## config.mk

```make
export PLATFORM = sky130hd
export DESIGN_NAME = stream_arbiter
export DESIGN_NICKNAME = d
export VERILOG_FILES = /design/src/rtl/stream_arbiter.sv
export SDC_FILE = /design/constraint.sdc
export NUM_CORES = 1
export LEC_CHECK = 0
export BUFFER_PORTS_ARGS = -buffer_cell sky130_fd_sc_hd__buf_2
export CORE_MARGIN = 2
export CORE_UTILIZATION = 54
export CTS_CLUSTER_SIZE = 24
export DETAILED_ROUTE_END_ITERATION = 8
export PLACE_DENSITY_LB_ADDON = 0.3
export SYNTH_ARGS = -nofsm -noshare
export SYNTH_HDL_FRONTEND = slang
export SYNTH_SLANG_ARGS = --single-unit
```

## constraint.sdc

```tcl
create_clock -name CLK -period 8.58 [get_ports CLK]
set_input_delay 0.429 -clock CLK [delete_from_list [all_inputs] [get_ports CLK]]
set_output_delay 0.429 -clock CLK [all_outputs]
set_load 0.05 [all_outputs]
```

## src/rtl/stream_arbiter.sv

```systemverilog
// stream_arbiter: N-channel round-robin merger of FWFT source FIFOs into one
// word stream. Grants are bounded by MAX_BURST unless the owner holds the lock.
// It has a channel enable mask, a source-channel tag on every output word and
// saturating per-channel word counters.
module stream_arbiter #(
    parameter int CHANNELS  = 4,
    parameter int WIDTH     = 32,
    parameter int MAX_BURST = 16,
    parameter int CH_BITS   = (CHANNELS > 1) ? $clog2(CHANNELS) : 1
) (
    input  logic                      CLK,
    input  logic                      RST_B,
    input  logic [CHANNELS-1:0]       WRITE_REQ,
    input  logic [CHANNELS-1:0]       HOLD_REQ,
    input  logic [CHANNELS*WIDTH-1:0] DATA_IN,
    input  logic [CHANNELS-1:0]       CH_ENABLE,
    output logic [CHANNELS-1:0]       READ_GRANT,
    input  logic                      READY_OUT,
    output logic                      WRITE_OUT,
    output logic [WIDTH-1:0]          DATA_OUT,
    output logic [CH_BITS-1:0]        CHANNEL_OUT,
    input  logic                      CNT_CLEAR,
    output logic [CHANNELS*16-1:0]    WORD_CNT
);

    typedef enum logic {S_IDLE, S_OWN} state_t;

    state_t             r_state;
    logic [CH_BITS-1:0] r_ptr;
    logic [CH_BITS-1:0] r_owner;
    logic [7:0]         r_burst_cnt;
    logic               r_write_out;
    logic [WIDTH-1:0]   r_data_out;
    logic [CH_BITS-1:0] r_channel_out;
    logic [15:0]        r_word_cnt [CHANNELS];

    logic [CHANNELS-1:0] w_eligible;
    logic                w_found;
    logic [CH_BITS-1:0]  w_winner;
    int                  w_best;
    logic                w_owner_req;
    logic                w_owner_hold;
    logic [WIDTH-1:0]    w_owner_data;
    logic                w_load_en;
    logic                w_release;
    logic                w_pop;

    assign w_eligible = WRITE_REQ & CH_ENABLE;
    assign w_load_en  = !r_write_out || READY_OUT;

    // Round-robin pick: the eligible channel nearest after r_ptr (wrapping) wins.
    always_comb begin
        w_found  = 1'b0;
        w_winner = '0;
        w_best   = CHANNELS;
        for (int j = 0; j < CHANNELS; j++) begin
            if (w_eligible[j] &&
                (((j + CHANNELS - 1 - int'(r_ptr)) % CHANNELS) < w_best)) begin
                w_found  = 1'b1;
                w_winner = CH_BITS'(j);
                w_best   = (j + CHANNELS - 1 - int'(r_ptr)) % CHANNELS;
            end
        end
    end

    // Select the current owner's request, hold and head-of-FIFO word.
    always_comb begin
        w_owner_req  = 1'b0;
        w_owner_hold = 1'b0;
        w_owner_data = '0;
        for (int j = 0; j < CHANNELS; j++) begin
            if (r_owner == CH_BITS'(j)) begin
                w_owner_req  = WRITE_REQ[j];
                w_owner_hold = HOLD_REQ[j];
                w_owner_data = DATA_IN[j*WIDTH +: WIDTH];
            end
        end
    end

    // A held owner never releases; otherwise it lets go when dry or out of burst.
    assign w_release = !w_owner_hold &&
                       (!w_owner_req || (r_burst_cnt == 8'(MAX_BURST)));
    assign w_pop     = RST_B && (r_state == S_OWN) && !w_release &&
                       w_owner_req && w_load_en;

    // One-hot pop strobe back to the owner's FIFO.
    always_comb begin
        READ_GRANT = '0;
        for (int j = 0; j < CHANNELS; j++) begin
            READ_GRANT[j] = w_pop && (r_owner == CH_BITS'(j));
        end
    end

    // Arbitration FSM: IDLE picks an owner, OWN streams until release.
    always_ff @(posedge CLK) begin
        if (!RST_B) begin
            r_state     <= S_IDLE;
            r_ptr       <= CH_BITS'(CHANNELS - 1);
            r_owner     <= '0;
            r_burst_cnt <= '0;
        end else begin
            case (r_state)
                S_IDLE: begin
                    if (w_found) begin
                        r_owner     <= w_winner;
                        r_burst_cnt <= '0;
                        r_state     <= S_OWN;
                    end
                end
                S_OWN: begin
                    if (w_release) begin
                        r_ptr   <= r_owner;
                        r_state <= S_IDLE;
                    end else if (w_pop && (r_burst_cnt != 8'(MAX_BURST))) begin
                        r_burst_cnt <= r_burst_cnt + 8'd1;
                    end
                end
                default: r_state <= S_IDLE;
            endcase
        end
    end

    // Output register: load on pop, drop valid once the word has been taken.
    always_ff @(posedge CLK) begin
        if (!RST_B) begin
            r_write_out   <= 1'b0;
            r_data_out    <= '0;
            r_channel_out <= '0;
        end else if (w_pop) begin
            r_write_out   <= 1'b1;
            r_data_out    <= w_owner_data;
            r_channel_out <= r_owner;
        end else if (r_write_out && READY_OUT) begin
            r_write_out   <= 1'b0;
        end
    end

    // Saturating per-channel pop counters; clear beats a same-cycle increment.
    always_ff @(posedge CLK) begin
        for (int j = 0; j < CHANNELS; j++) begin
            if (!RST_B || CNT_CLEAR) begin
                r_word_cnt[j] <= '0;
            end else if (READ_GRANT[j] && (r_word_cnt[j] != 16'hFFFF)) begin
                r_word_cnt[j] <= r_word_cnt[j] + 16'd1;
            end
        end
    end

    assign WRITE_OUT   = r_write_out;
    assign DATA_OUT    = r_data_out;
    assign CHANNEL_OUT = r_channel_out;

    for (genvar g = 0; g < CHANNELS; g++) begin : g_cnt
        assign WORD_CNT[g*16 +: 16] = r_word_cnt[g];
    end

endmodule
```

==> flow_summary.yaml <==
run_status:
  run_status: "completed"
layout:
  layout.nets: 1022
  layout-drive-gt1-share: 0.371
  area_delta_synth_final_pct: 23.0
  final_area_sq_mm: 0.00835
  fillers: 983
synthesis:
  post_synthesis_area_per_instance_sq_um: 10.5
  synthesis.instances: 647
  async_s_r_ff_share_synth: 0
  synth_top_cell_area_share: 0.283
  post_synth_edffs: 64
  synth_fp_nets: 800
  post-synth-top-area-cell: "edfxtp_1"
  yosysWarnings: 0
  synth_flop_cell: "edfxtp_1"
  ys_top_cells_by_area: "edfxtp_1 28%, dfxtp_1 14%, mux4_2 11%"
  post_synth_num_cell_types: 63
  synth_commonest_cells: "64 x edfxtp_1, 59 x nand2_1, 55 x nor3_1"
  seq_area_frac_synth: 0.425
  yosys.cell_count.top_type: "edfxtp_1"
  flip_flop_and_latch_count_after_synthesis: 112
  syn_area_sq_mm: 0.00679
clocking:
  postCtsHoldBufs: 0
  clk_root_buffer_cell: "clkbuf_16"
  cts-resized-gates: 0
  clk_slew_on_worst_s_h_paths_ns: 0.07
  numCtsBuffers: 9
  clock_h_tree_levels: 3
  clock_tree.buffer_depth: 2
  tritoncts: "done"
  post-cts-setup-buffer-count: 0
  clk_latency_ns: 0.36
  clock_sink_count: 112
place:
  port_buffers: 246
  dp_hpwl_mm: 14.4
  place.gp.congestion: 0.925
  placed_area_sq_mm: 0.00805
  post-place-ws_ns: 4.76
drt:
  detail_route.wirelength_mm: 19.9
  final_antenna_net_count: 0
  dr_total_vias: 6302
  first_pass_iters: 5
  drt-wirelength-per-cell_um: 19.1
  viasPerCell: 6.04
  dr.first_iter.drc_count: 439
  drc: 0
die:
  start_util: 0.558
  fp.dieArea_sq_mm: 0.0135
  io-pin-count: 247
  core_area_sq_mm: 0.0122
  die_width_um: 116
  rows: 40
  die_height_um: 116
grt:
  grt_pass1_wl_mm: 30.4
  pin_count_of_the_biggest_net_entering_global_routing: 49
  initial_antenna_violation_count: 1
  global_routing_usage_summed_across_all_routing_layers: 0.291
  grt_overflow: 0
  via_count_of_the_first_global_routing_pass: 6127
setup_path:
  critical_path.startpoint_type: "register"
  path_max_fanout: 8
  path_class: "reg -> reg"
  critPathArrivalTime_ns: 4.18
  end_kind: "register"
  worstRegToRegCells: 15
  cp.required_ns: 8.87
timing:
  finalClockSkew_ns: 0.00712
  rsz_0062_raised_after_global_routing: "false"
  period_minus_slack_ns: 3.89
  max_freq_ghz: 0.257
  worst_slew_pin_slew_ns: 0.887
  final_hold_vios: 0
  setup_total_negative_slack_ns: 0
  final_max_slew_viol_count: 0
  timing.max_slew.rel_slack: 0.408
  finalWorstSetupSlack_ns: 4.69
  final_period_utilization: 0.453
  report.final.setup_viol: 0
pwr:
  post-layout-total-power_mw: 1.44
  switching_share: 0.331
  static-leakage-power_nw: 3.29
  vdd.ir_drop.worst_mv: 0.0938
  pwr_density_mw_per_mm2: 173
  total_switching_power_uw: 478
  power.clock.fraction: 0.292
  power_report.internal_total_uw: 967
  p_comb_frac: 0.255
  power.sequential.fraction: 0.453
min_path:
  min-delay-path-class: "in -> reg"
  worstHoldPathCells: 3
run:
  maxCapViolCount: 0
-- metrics by stage --
step,util,instances,hold slack (ns)
after global routing,0.686,1042,0.408
after detailed placement,0.662,1026,0.441
final,0.686,1043,0.353
after floorplan,-,647,0.459
after global placement,0.662,1026,0.438
after CTS,0.686,1042,0.347
-- path summary, 6_finish.rpt --
| check | to | from | slack [ns] |
|---|---|---|---|
| worst max-delay path | r_owner[0] | r_ptr[0] | 4.69 |
| worst min-delay path | WRITE_OUT | READY_OUT | 0.35 |
| worst max register to register | r_owner[0] | r_ptr[0] | 4.69 |
| worst min register to register | DATA_OUT[18] | DATA_OUT[18] | 0.45 |
-- final cells by class --
type | count | area [sq um] | share of cell area
well taps | 168 | 210 | 0.0252
multi-input cells | 476 | 3600 | 0.432
flip-flops and latches | 112 | 2890 | 0.346
clock buffers | 13 | 283 | 0.0339
repair buffers | 253 | 1280 | 0.154
inverters | 17 | 63.8 | 0.00765
clock inverters | 3 | 13.8 | 0.00165
diodes | 1 | 2.50 | 0.000300
-- registers in the layout, indices dropped and copies added (netlist names) --
name / flops
r_state: 1
r_burst_cnt: 8
r_word_cnt: 64
r_owner: 2
DATA_OUT: 32
r_ptr: 2
WRITE_OUT: 1
CHANNEL_OUT: 2
-- power groups by stage --
stage	Clock, mW	Sequential [mW]	Combinational [mW]
floorplan	0	0.746	0.178
global placement	0	0.663	0.362
detailed placement	0	0.666	0.367
CTS	0.428	0.654	0.368
global route	0.449	0.661	0.391
finish	0.422	0.655	0.368
-- kinds of logic (layout without fill, tap and decap cells) --
| group | after synthesis | count (layout) | synth area share |
|---|---|---|---|
| XOR/XNOR | 51 | 51 | 0.0658 |
| other | 0 | 1 | 0 |
| AO/OA/AOI/OAI | 72 | 72 | 0.0747 |
| buffers and inverters | 59 | 286 | 0.0454 |
| flip-flops | 112 | 112 | 0.425 |
| AND/OR/NAND/NOR | 297 | 297 | 0.241 |
| adder cells (fa/ha/maj) | 9 | 9 | 0.0166 |
| multiplexers | 47 | 47 | 0.132 |
-- critical path, stage by stage, from the launching register on --
cell	delay (ns)
dfxtp_1	0.48
nor2b_1	0.10
or2_2	0.32
ha_1	0.22
and3b_1	0.27
o22a_1	0.17
ha_1	0.18
nor2_1	0.05
a32o_1	0.24
o211ai_1	0.30
mux2_2	0.38
ha_1	0.19
nand3b_1	0.17
a311o_1	0.33
a221oi_1	0.29
a41o_1	0.13
-- cell usage in the layout (no fill, tap or decap), drive strengths merged, types with 9 or more instances in the layout --
cell type  Yosys  routed
xor2          17      17
ha             9       9
mux4          34      34
inv           17      17
buf           26     253
clkbuf        16      13
nand3         40      40
nand4         48      48
edfxtp        64      64
xnor2         34      34
nor3          55      55
and3          12      12
nor4          13      13
mux2i         12      12
dfxtp         48      48
or3           12      12
o21ai         42      42
nand2         59      59
nor2          31      31
-- per-layer routing --
metal / track usage / share of wire
met1: 0.354 / 0.39
met2: 0.492 / 0.50
met3: 0.0519 / 0.075
met4: 0.161 / 0.040
met5: 0 / 0
Power figures use the tool's default switching activity.
